[config.mk]
export PLATFORM = sky130hd
export DESIGN_NAME = uart_rx_fifo_fpga
export DESIGN_NICKNAME = d
export VERILOG_FILES = /design/src/rtl/uart_rx_fifo_fpga.sv
export SDC_FILE = /design/constraint.sdc
export NUM_CORES = 1
export LEC_CHECK = 0
export ABC_AREA = 0
export ABC_CLOCK_PERIOD_IN_PS = 7200
export CAP_MARGIN = 20
export CORE_ASPECT_RATIO = 1.25
export CORE_MARGIN = 2
export CORE_UTILIZATION = 25
export CTS_BUF_LIST = sky130_fd_sc_hd__clkbuf_4 sky130_fd_sc_hd__clkbuf_8
export DETAILED_ROUTE_END_ITERATION = 12
export DONT_BUFFER_PORTS = 1
export PLACE_DENSITY_LB_ADDON = 0.15
export SETUP_SLACK_MARGIN = 0.2
export SLEW_MARGIN = 0
export SYNTH_ARGS = -nofsm -noshare
export SYNTH_HDL_FRONTEND = slang
export SYNTH_SLANG_ARGS = --single-unit
[constraint.sdc]
create_clock -name clk -period 7.2 [get_ports clk]
set_input_delay 0.72 -clock clk [delete_from_list [all_inputs] [get_ports clk]]
set_output_delay 0.72 -clock clk [all_outputs]
set_load 0.01 [all_outputs]
[src/rtl/uart_rx_fifo_fpga.sv]
// uart_rx_fifo_fpga: UART receiver (start, WIDTH LSB-first bits ending in odd parity, stop) into a show-ahead FIFO.
// Latency: word appears at rx_data one clk after the stop-bit decision (line to rx_d2 adds 2 clk).
// Backpressure: none on the line; a good frame arriving while full and not popped is dropped and sets overflow.
// Optional feature macro: UART_RX_MAJORITY_VOTE_EN (2-of-3 majority per bit, OVERSAMPLE >= 4).
module uart_rx_fifo_fpga #(
  parameter int WIDTH      = 64,
  parameter int OVERSAMPLE = 4,
  parameter int FIFO_DEPTH = 8
) (
  input  logic                          clk,
  input  logic                          reset_n,
  input  logic                          rx_in,
  input  logic                          rd_en,
  input  logic                          clr_errors,
  output logic [WIDTH-1:0]              rx_data,
  output logic                          parity_error,
  output logic                          rx_empty,
  output logic                          rx_full,
  output logic [$clog2(FIFO_DEPTH):0]   fifo_count,
  output logic                          framing_error,
  output logic                          overflow
);

  localparam int HALF = OVERSAMPLE / 2;
  localparam int PH_W = (OVERSAMPLE > 1) ? $clog2(OVERSAMPLE) : 1;
  localparam int AW   = $clog2(FIFO_DEPTH);

  // The start decision point sets the bit-relative phase of every later
  // decision: DATA and STOP decide every OVERSAMPLE cycles after it.
  // Single sampling decides at bit phase HALF; majority decides at HALF+1,
  // once the third vote is in.
`ifdef UART_RX_MAJORITY_VOTE_EN
  localparam int START_PH = HALF;
`else
  localparam int START_PH = (HALF > 0) ? HALF - 1 : 0;
`endif

  localparam logic [PH_W-1:0] START_PH_C = PH_W'(START_PH);
  localparam logic [PH_W-1:0] LAST_PH_C  = PH_W'(OVERSAMPLE - 1);
  localparam logic [7:0]      LAST_BIT_C = 8'(WIDTH - 1);
  localparam logic [AW:0]     DEPTH_C    = (AW + 1)'(FIFO_DEPTH);

  // Parameter legality is checked at elaboration.
  if (WIDTH < 2 || WIDTH > 255) begin : g_bad_width
    $error("uart_rx_fifo_fpga: WIDTH must be in 2..255");
  end
  if (OVERSAMPLE < 1 || OVERSAMPLE > 64) begin : g_bad_os
    $error("uart_rx_fifo_fpga: OVERSAMPLE must be in 1..64");
  end
  if (FIFO_DEPTH < 2 || (FIFO_DEPTH & (FIFO_DEPTH - 1)) != 0) begin : g_bad_depth
    $error("uart_rx_fifo_fpga: FIFO_DEPTH must be a power of 2, >= 2");
  end

  typedef enum logic [2:0] {
    IDLE      = 3'd0,
    START     = 3'd1,
    DATA      = 3'd2,
    STOP      = 3'd3,
    WAIT_IDLE = 3'd4
  } state_t;

  state_t            state_q, state_d;
  logic [PH_W-1:0]   phase_q, phase_d;
  logic [7:0]        bit_cnt_q, bit_cnt_d;
  logic [WIDTH-1:0]  shift_q, shift_d;
  logic              rx_d1_q, rx_d1_d;
  logic              rx_d2_q, rx_d2_d;
  logic              framing_q, framing_d;
  logic              overflow_q, overflow_d;
  logic [AW-1:0]     wr_ptr_q, wr_ptr_d;
  logic [AW-1:0]     rd_ptr_q, rd_ptr_d;
  logic [AW:0]       count_q, count_d;
  logic [WIDTH:0]    mem_q [FIFO_DEPTH];

  logic              sample;
  logic              push_req;
  logic              frame_err_set;
  logic              par_err;
  logic              push;
  logic              pop;
  logic              ovf_set;
  logic              empty;
  logic              full;
  logic [WIDTH:0]    head;

  // Two-flop synchroniser on the asynchronous line.
  always_comb begin
    rx_d1_d = rx_in;
    rx_d2_d = rx_d1_q;
  end

`ifdef UART_RX_MAJORITY_VOTE_EN
  if (OVERSAMPLE < 4) begin : g_bad_vote
    $error("uart_rx_fifo_fpga: UART_RX_MAJORITY_VOTE_EN needs OVERSAMPLE >= 4");
  end

  logic [1:0] hist_q, hist_d;

  // Keep the two previous synchronised samples for the vote.
  always_comb hist_d = {hist_q[0], rx_d2_q};

  // History register; idles high like the line.
  always_ff @(posedge clk) begin
    if (!reset_n) hist_q <= 2'b11;
    else          hist_q <= hist_d;
  end

  // 2-of-3 vote over the last three cycles ending at the decision cycle.
  always_comb sample = (hist_q[1] & hist_q[0]) | (hist_q[1] & rx_d2_q) | (hist_q[0] & rx_d2_q);
`else
  // Single mid-bit sample.
  always_comb sample = rx_d2_q;
`endif

  // Odd parity over the whole word: an even number of ones is an error.
  always_comb par_err = ~(^shift_q);

  // Receive FSM next-state: bit timing, shifting and frame verdict.
  always_comb begin
    state_d       = state_q;
    phase_d       = phase_q;
    bit_cnt_d     = bit_cnt_q;
    shift_d       = shift_q;
    push_req      = 1'b0;
    frame_err_set = 1'b0;
    unique case (state_q)
      IDLE: begin
        if (!rx_d2_q) begin
          state_d = START;
          phase_d = '0;
        end
      end
      START: begin
        if (phase_q == START_PH_C) begin
          phase_d = '0;
          if (!sample) begin
            state_d   = DATA;
            bit_cnt_d = '0;
          end else begin
            state_d = IDLE;
          end
        end else begin
          phase_d = phase_q + 1'b1;
        end
      end
      DATA: begin
        if (phase_q == LAST_PH_C) begin
          phase_d = '0;
          // Shifting in from the top leaves the first (LSB) bit at index 0.
          shift_d = {sample, shift_q[WIDTH-1:1]};
          if (bit_cnt_q == LAST_BIT_C) state_d = STOP;
          else                         bit_cnt_d = bit_cnt_q + 1'b1;
        end else begin
          phase_d = phase_q + 1'b1;
        end
      end
      STOP: begin
        if (phase_q == LAST_PH_C) begin
          phase_d = '0;
          if (sample) begin
            push_req = 1'b1;
            state_d  = IDLE;
          end else begin
            frame_err_set = 1'b1;
            state_d       = WAIT_IDLE;
          end
        end else begin
          phase_d = phase_q + 1'b1;
        end
      end
      WAIT_IDLE: begin
        // A break or stuck-low line must return high before re-arming.
        if (rx_d2_q) state_d = IDLE;
      end
      default: state_d = IDLE;
    endcase
  end

  // FIFO control: push/pop arbitration, pointers, count and sticky flags.
  always_comb begin
    empty      = (count_q == '0);
    full       = (count_q == DEPTH_C);
    pop        = rd_en & ~empty;
    push       = push_req & (~full | pop);
    ovf_set    = push_req & full & ~pop;
    wr_ptr_d   = push ? wr_ptr_q + 1'b1 : wr_ptr_q;
    rd_ptr_d   = pop  ? rd_ptr_q + 1'b1 : rd_ptr_q;
    count_d    = count_q;
    unique case ({push, pop})
      2'b10:   count_d = count_q + 1'b1;
      2'b01:   count_d = count_q - 1'b1;
      default: count_d = count_q;
    endcase
    // Set wins over a simultaneous clear.
    framing_d  = (framing_q  & ~clr_errors) | frame_err_set;
    overflow_d = (overflow_q & ~clr_errors) | ovf_set;
  end

  // Control and datapath registers with synchronous active-low reset.
  always_ff @(posedge clk) begin
    if (!reset_n) begin
      state_q    <= IDLE;
      phase_q    <= '0;
      bit_cnt_q  <= '0;
      shift_q    <= '0;
      rx_d1_q    <= 1'b1;
      rx_d2_q    <= 1'b1;
      framing_q  <= 1'b0;
      overflow_q <= 1'b0;
      wr_ptr_q   <= '0;
      rd_ptr_q   <= '0;
      count_q    <= '0;
    end else begin
      state_q    <= state_d;
      phase_q    <= phase_d;
      bit_cnt_q  <= bit_cnt_d;
      shift_q    <= shift_d;
      rx_d1_q    <= rx_d1_d;
      rx_d2_q    <= rx_d2_d;
      framing_q  <= framing_d;
      overflow_q <= overflow_d;
      wr_ptr_q   <= wr_ptr_d;
      rd_ptr_q   <= rd_ptr_d;
      count_q    <= count_d;
    end
  end

  // Storage array, not reset; entry is {parity flag, word}.
  always_ff @(posedge clk) begin
    if (push) mem_q[wr_ptr_q] <= {par_err, shift_q};
  end

  // Show-ahead head and status outputs; data is forced to 0 when empty.
  always_comb begin
    head          = mem_q[rd_ptr_q];
    rx_data       = empty ? '0 : head[WIDTH-1:0];
    parity_error  = ~empty & head[WIDTH];
    rx_empty      = empty;
    rx_full       = full;
    fifo_count    = count_q;
    framing_error = framing_q;
    overflow      = overflow_q;
  end

endmodule

### Word-level counts from Yosys, hierarchy flattened

Memory sizes are Yosys's and may differ from the RTL's. A register that Yosys moved wholly into a read port is not among the register bits.
Index checks and enable logic that the tools add are counted.

* add/subtract/negate cells: 6
* equality and inequality tests: 18
* mux-type cells: 30
* bitwise gates (word level): 15
* reductions and logical operators: 11

Operators by type and width (count)
* $mux 64: 1
* $reduce_xor 64->1: 1
* $mux 8: 4
* $mux 3: 9
* $ne 2x2->1 const B: 8
* $pmux 8 s2: 1
* $pmux 3 s5: 1
* $add 8x1->8 const B: 1
* $eq 8x6->1 const B: 1
* $mux 1: 8
* $mux 2: 4
* $pmux 4 s2: 1
* $and 1x1->1: 7
* $add 3x1->3 const B: 2
* $eq 3x2->1 const B: 2
* $pmux 2 s3: 1
* $reduce_and 6->1: 1
* $not 1->1: 5
* $reduce_and 5->1: 1
* $add 4x1->4 const B: 1
* $eq 2x1->1 const B: 2
* $eq 2x2->1 const B: 2
* $eq 4x4->1 const B: 1
* $logic_not 4->1: 1
* 10 further kinds: 14

* register bits after elaboration: 91
* bits in writable memories: 520
* input port bits: 5
* output and inout bits: 73
* logic and storage cells: 92
* memories kept: 1

Memory list
* mem_q: words 8, bits a word 65, rd ports 1, clocked after memory_dff 1, write ports 1, line 73 `logic [WIDTH:0] mem_q [FIFO_DEPTH];`

### Depth between registers and ports, before layout

Gate-level depths: netlist of the first run.

* depth in word-level cells: 7
* mapped depth: 13

### Worst setup path after synthesis of the first run

No wires, ideal clock.

* kind: register -> register
* from: reg phase_q[0]
* to: mem mem_q[0][0] (netlist bit) (enable)
* arrival: 5.882 ns
* path slack: 0.750 ns
* stages on the path, launching flop included: 7
* buffers on the path: 1
* period minus slack after synthesis: 6.450 ns
* cell sequence: dfxtp_1 -> ha_1 -> clkbuf_1 -> and4b_1 -> nand2_1 -> or3_1 -> nor3_1

* longest elaborated chain between the ends: 6

RTL lines
* start, declared: line 63 `logic [PH_W-1:0] phase_q, phase_d;`
* start signal, assigned: line 215 `phase_q <= phase_d;`
* $eq 2x2->1: line 158 `if (phase_q == LAST_PH_C) begin`
* $mux 1: line 158
* $mux 1: line 126 `unique case (state_q)`
* $and 1x1->1: line 184 `push = push_req & (~full | pop);`
* $mux 1: line 230 `if (push) mem_q[wr_ptr_q] <= {par_err, shift_q};`
* $mux 1 (implied by the code): line 230
* end, declared: line 73

No other way between the ends.

==> results of run 1 <==
## sequential cells by signal, indices dropped and copies added (netlist names), 2 cells and up, named ones only
register    count
mem_q         520
wr_ptr_q        3
bit_cnt_q       8
fifo_count      4
state_q         3
phase_q         2
shift_q        64
rd_ptr_q        3
## kinds of logic (layout without fill, tap and decap cells)
logic type	Yosys count	in the layout	synth area share
flip-flops	614	614	0.727
AND/OR/NAND/NOR	278	278	0.0489
multiplexers	200	200	0.151
AO/OA/AOI/OAI	97	97	0.0261
buffers and inverters	81	222	0.0169
XOR/XNOR	70	70	0.0255
adder cells (fa/ha/maj)	9	9	0.00468
other	0	1	0
## what timing repair did
| action | CTS | global route |
|---|---|---|
| hold buffers | 1 | 0 |
| endpoints found under the setup margin | 0 | 0 |
| hold endpoints to repair | 2 | 0 |
## worst paths after layout
path                       end        from  cells past startpoint  slack, ns
hold / removal         rx_d1_q       rx_in                      1       0.12
setup / recovery   rx_data[38]    register                      5       2.94
setup reg to reg  mem_q[7][34]  phase_q[0]                      7       3.49
hold reg to reg        rx_d2_q     rx_d1_q                      1       0.41
## cell usage in the layout, fill, tap and decap left out, types with 5 or more instances in the layout
cell type | netlist | routed
mux2i_1 | 69 | 69
nor3_1 | 7 | 5
clkbuf_8 | 0 | 119
nor2b_1 | 9 | 9
o21ai_0 | 6 | 6
mux4_2 | 131 | 131
a21oi_1 | 46 | 46
clkinv_1 | 0 | 16
buf_4 | 0 | 26
nand2b_1 | 5 | 5
xnor2_1 | 57 | 57
a21boi_1 | 23 | 23
nor2_1 | 89 | 83
nor2_4 | 1 | 7
edfxtp_1 | 520 | 520
clkinv_2 | 0 | 11
xor2_1 | 13 | 13
clkbuf_4 | 0 | 36
ha_1 | 9 | 9
dfxtp_1 | 94 | 91
nand2_1 | 149 | 148
a21oi_2 | 11 | 11
inv_1 | 8 | 7
## power by group
group | switching [mW] | internal, mW | leakage, nW
Sequential | 0.00243 | 3.80 | 5.57
Clock | 1.38 | 1.72 | 1.12
Combinational | 0.0117 | 0.00657 | 1.61
Total | 1.39 | 5.53 | 8.31
## layer usage
metal / vias up / part of all wire / track usage
met2: 230 / 0.52 / 0.211
li1: 5326 / - / -
met1: 6226 / 0.41 / 0.141
met3: 67 / 0.045 / 0.0244
met5: - / 0 / 0
met4: 0 / 0.017 / 0.0365
## final cells by class
cell class	instances	area, sq um	area share
Sequential cell	614	17500	0.632
Multi-Input combinational cell	654	6240	0.225
Clock buffer	155	1910	0.0689
Tap cell	1290	1610	0.0583
Timing Repair Buffer	27	205	0.00741
Clock inverter	32	183	0.00660
Inverter	8	30.0	0.00108
Antenna cell	1	2.50	0.0000904
## synth_stat cells, drive strengths merged
master / count
a211oi: 1
a21boi: 23
a21oi: 57
a22oi: 2
a311oi: 1
a31oi: 1
a32oi: 2
and4b: 1
buf: 50
clkbuf: 23
dfxtp: 94
edfxtp: 520
ha: 9
inv: 8
mux2i: 69
mux4: 131
nand2: 149
nand2b: 5
nand3: 2
nand3b: 2
nand4: 1
nand4b: 1
nor2: 90
nor2b: 9
nor3: 7
nor3b: 1
nor4: 4
nor4b: 1
nor4bb: 1
o21a: 1
o21ai: 7
o311ai: 1
o41ai: 1
or3: 2
or3b: 2
xnor2: 57
xor2: 13
## worst reg2reg max path: cells and delay by family, from the launching register on
family / cells / cell delay, ns
adder cells (fa/ha/maj): 1 / 0.37
buffers and inverters: 1 / 0.77
flip-flops: 1 / 0.38
AND/OR/NAND/NOR: 5 / 1.77
## metrics by stage
| step | hold slack (ns) | utilization | area (sq um) |
|---|---|---|---|
| 2_1_floorplan | 0.386 | - | 24100 |
| 3_3_place_gp | 0.397 | 0.267 | 25600 |
| 3_5_place_dp | 0.397 | 0.267 | 25600 |
| 4_1_cts | 0.0178 | 0.289 | 27700 |
| 5_1_grt | 0.0791 | 0.289 | 27700 |
| 6_report | 0.118 | 0.289 | 27700 |
==> impl_metrics.json, run 1 <==
{
  "post_cts_buffers": 0,
  "syn_inst": 1349,
  "worstHoldPathType": "input port to register",
  "synthToLayoutAreaGrowth_pct": 15.0,
  "die_x_um": 282,
  "setup_violations": 0,
  "synthesis.area_sq_um": 24100,
  "cp_data_required_time_ns": 6.48,
  "max_stage_delay_ns": 0.88,
  "first_global_vias": 13000,
  "synth_area_per_cell_sq_um": 17.8,
  "ys_seq_area_frac": 0.727,
  "power_mw": 6.92,
  "dr.pass1.iters": 4,
  "status": "finished, final reports clean",
  "p_leak_nw": 8.31,
  "io_pins": 78,
  "dr_total_vias": 11800,
  "yosysWarnings": 0,
  "crit_type": "register to output port",
  "cap_violations": 0,
  "yosysTopAreaCellShare": 0.649,
  "tns_ns": 0,
  "hpwl_um": 29800,
  "routed_via_density": 4.26,
  "cp_top_family": "buffers and inverters",
  "finalNetCount": 1420,
  "cp_num_buf_inv": 2,
  "grt_max_degree": 68,
  "coreArea_sq_um": 95700,
  "ys_top_cells_by_area": "edfxtp_1 65%, mux4_2 12%, dfxtp_1 7.8%",
  "fp.dieH_um": 351,
  "p_per_area_nw_per_um2": 250,
  "crit_fanout": 37,
  "cts_tree": "built",
  "start_util": 0.252,
  "clockRootBuffer": "clkbuf_8",
  "die_area_sq_um": 98800,
  "max_slew_margin": 0.335,
  "crit_chain": "buf_4 > buf_4 > mux4_2 > mux2i_1 > nor2_1",
  "arrival_ns": 3.54,
  "cp_slowest_cell": "dfxtp_4",
  "fin_ws_ns": 2.94,
  "cts.repair.resized": 0,
  "track_usage": 0.118,
  "rows": 127,
  "ir_worst_vdd_mv": 0.119,
  "ys_types": 44,
  "placedCellCount": 2592,
  "drive_gt1_frac": 0.240,
  "drc": 0,
  "cts_sinks": 614,
  "numCtsBuffers": 101,
  "grt-ovfl-total": 0,
  "ys_ff_latch": 614,
  "fin_crit_sh": 0.591,
  "clkLatencyLatePin_ns": 0.70,
  "drt-total-wl_um": 57700,
  "io_buffers": 0,
  "fillers": 9578,
  "dp_slack_ns": 3.39,
  "hold_violations": 0,
  "clk_pin_slew_ns": 0.06,
  "place.gp.congestion": 0.665,
  "antenna_found_initial": 2,
  "period_minus_slack_ns": 4.26,
  "clock_path_buffers": 3,
  "max_freq_mhz": 235,
  "antenna_left": 0,
  "htree_levels": 3,
  "cp-start-kind": "register",
  "final_cells": 2781,
  "synth_largest_area_cell": "edfxtp_1",
  "synth_nets": 1363,
  "grt_pass1_wl_um": 85000,
  "drv_slew": 0,
  "rsz0062_at_grt": "no",
  "drtIter0Drc": 602,
  "worstMarginPinSlew_ns": 0.995,
  "wl_per_cell_um": 20.8,
  "end_kind": "output port",
  "finClkSkew_ns": 0.0372,
  "cp_common_cell": "buf_4"
}
No activity file was read; power rests on OpenSTA's default activity.
==> run 2, diff against run 1 <==
--- a/config.mk
+++ b/config.mk
@@ -6,7 +6,7 @@
 export NUM_CORES = 1
 export LEC_CHECK = 0
 export ABC_AREA = 0
-export ABC_CLOCK_PERIOD_IN_PS = 7200
+export ABC_CLOCK_PERIOD_IN_PS = 3950
 export CAP_MARGIN = 20
 export CORE_ASPECT_RATIO = 1.25
 export CORE_MARGIN = 2
==> constraint.sdc (replaced) <==
create_clock -name clk -period 3.95 [get_ports clk]
set_input_delay 0.395 -clock clk [delete_from_list [all_inputs] [get_ports clk]]
set_output_delay 0.395 -clock clk [all_outputs]
set_load 0.01 [all_outputs]
==> impl_metrics.json, run 2 (synthesized netlist as in run 1, its figures left out) <==
{
  "status": "finished, final reports clean",
  "dr.pass1.iters": 5,
  "drv_slew": 0,
  "cts.repair.resized": 0,
  "cp-start-kind": "register",
  "min_path_cells": 3,
  "die_x_um": 282,
  "post_dp_cell_area_sq_um": 25800,
  "antenna_left": 0,
  "rows": 127,
  "wl_met1_um": 24400,
  "grt-ovfl-total": 0,
  "p_per_area_nw_per_um2": 458,
  "track_usage": 0.118,
  "largest_reg_flops": 520,
  "arrival_ns": 2.80,
  "htree_levels": 3,
  "dr_total_vias": 11900,
  "io_pins": 78,
  "io_buffers": 0,
  "synthToLayoutAreaGrowth_pct": 16.4,
  "worstHoldPathType": "input port to register",
  "reg_top3": "mem_q (520), shift_q (64), bit_cnt_q (8)",
  "numCtsBuffers": 98,
  "place.gp.congestion": 0.678,
  "clkLatencyLatePin_ns": 0.70,
  "grt_pass1_wl_um": 85900,
  "die_area_sq_um": 98800,
  "layout_common_cells": "520 x edfxtp_1, 148 x nand2_1, 131 x mux4_2",
  "clockRootBuffer": "clkbuf_8",
  "route.met2.wl_um": 29800,
  "setup_violations": 0,
  "hold_path.startpoint": "clr_errors",
  "cp_data_required_time_ns": 3.56,
  "dp_slack_ns": 1.08,
  "end_kind": "output port",
  "fp.dieH_um": 351,
  "clock_path_buffers": 3,
  "r2r_cells": 12,
  "hold_buffers": 7,
  "final_area_sq_um": 28000,
  "crit_fanout": 21,
  "drc": 0,
  "tns_ns": 0,
  "ir_worst_vdd_mv": 0.226,
  "rrSetupSlack_ns": 1.03,
  "layout_commonest_cell": "edfxtp_1",
  "finClkSkew_ns": 0.0234,
  "p_leak_nw": 8.40,
  "coreArea_sq_um": 95700,
  "post_cts_buffers": 0,
  "worstHoldEndpoint": "framing_error",
  "fin_ws_ns": 0.759,
  "cap_violations": 0,
  "fin_crit_sh": 0.808,
  "worstMarginPinSlew_ns": 0.973,
  "crit_type": "register to output port",
  "r2r_end": "fifo_count[2]",
  "wl_per_cell_um": 20.7,
  "drt-total-wl_um": 57900,
  "cts_tree": "built",
  "routed_via_density": 4.25,
  "max_stage_delay_ns": 0.66,
  "drive_gt1_frac": 0.247,
  "drtIter0Drc": 543,
  "first_global_vias": 13100,
  "crit_chain": "buf_4 > mux4_2 > mux2i_1 > nor2_1",
  "period_minus_slack_ns": 3.19,
  "top_layer_used": "met4",
  "top_register": "mem_q",
  "cp_slowest_cell": "dfxtp_4",
  "antenna_found_initial": 1,
  "clk_pin_slew_ns": 0.06,
  "rsz0062_at_grt": "no",
  "grt_max_degree": 66,
  "hold_violations": 0,
  "reg2reg_from": "phase_q[1]",
  "hpwl_um": 31200,
  "wl_met3_um": 2340,
  "start_util": 0.252,
  "finalNetCount": 1433,
  "max_slew_margin": 0.351,
  "max_freq_mhz": 313,
  "cts_sinks": 614,
  "holdWs_ns": 0.0586
}
## run 2: changes by cell type in the layout (fill, tap and decap cells not counted), moves of 2 or more
cell	previous run	this run
clkinvlp_4	0	4
clkinv_1	16	10
clkinv_2	11	15
dlygate4sd3_1	1	6
clkbuf_8	119	106
buf_12	0	13
bufinv_16	1	7
nor3_2	2	0
buf_4	26	24
nor3_4	0	2
## run 2: cell type report
cell class | instances | area [sq um]
antenna | 1 | 2.50
clock inverter | 39 | 379
fill | 9565 | 67600
tap | 1290 | 1610
sequential | 614 | 17500
clock buffer | 143 | 1740
timing repair buffer | 43 | 500
multi-input combinational | 654 | 6250
inverter | 8 | 30.0
## run 2: worst max-delay path, delay by kind of cell, from the launching register on
kind                   cells  cell delay [ns]
muxes                      2             0.92
and+or+nand+nor            1             0.17
buffers and inverters      1             0.34
DFF                        1             0.66
## run 2: worst max path at each step
stage	end	slack, ns	depth (start not counted)
6_report	rx_data[42]	0.76	4
5_1_grt	rx_data[62]	0.54	4
4_1_cts	rx_data[14]	0.56	4
3_5_place_dp	fifo_count[2]	1.08	12
3_3_place_gp	fifo_count[2]	1.10	12
2_1_floorplan	mem_q[6][0]	-0.76	6
## run 2: through the flow
| step | total power, mW | util | cells |
|---|---|---|---|
| 2_1_floorplan | 7.10 | - | 1349 |
| 3_3_place_gp | 7.10 | 0.270 | 2602 |
| 3_5_place_dp | 7.10 | 0.270 | 2602 |
| 4_1_cts | 13.1 | 0.293 | 2791 |
| 5_1_grt | 13.3 | 0.293 | 2792 |
| 6_report | 12.8 | 0.293 | 2792 |
## run 2: power by group
part | leakage (nW) | internal (mW) | switching, mW
logic | 1.71 | 0.0164 | 0.0290
clock network | 1.12 | 3.29 | 2.55
registers | 5.57 | 6.93 | 0.00459
## run 2: layer usage
metal  vias up  track usage
li1       5348            -
met1      6221        0.141
met2       193        0.210
met3        93       0.0236
met4         0       0.0445
met5         -            0
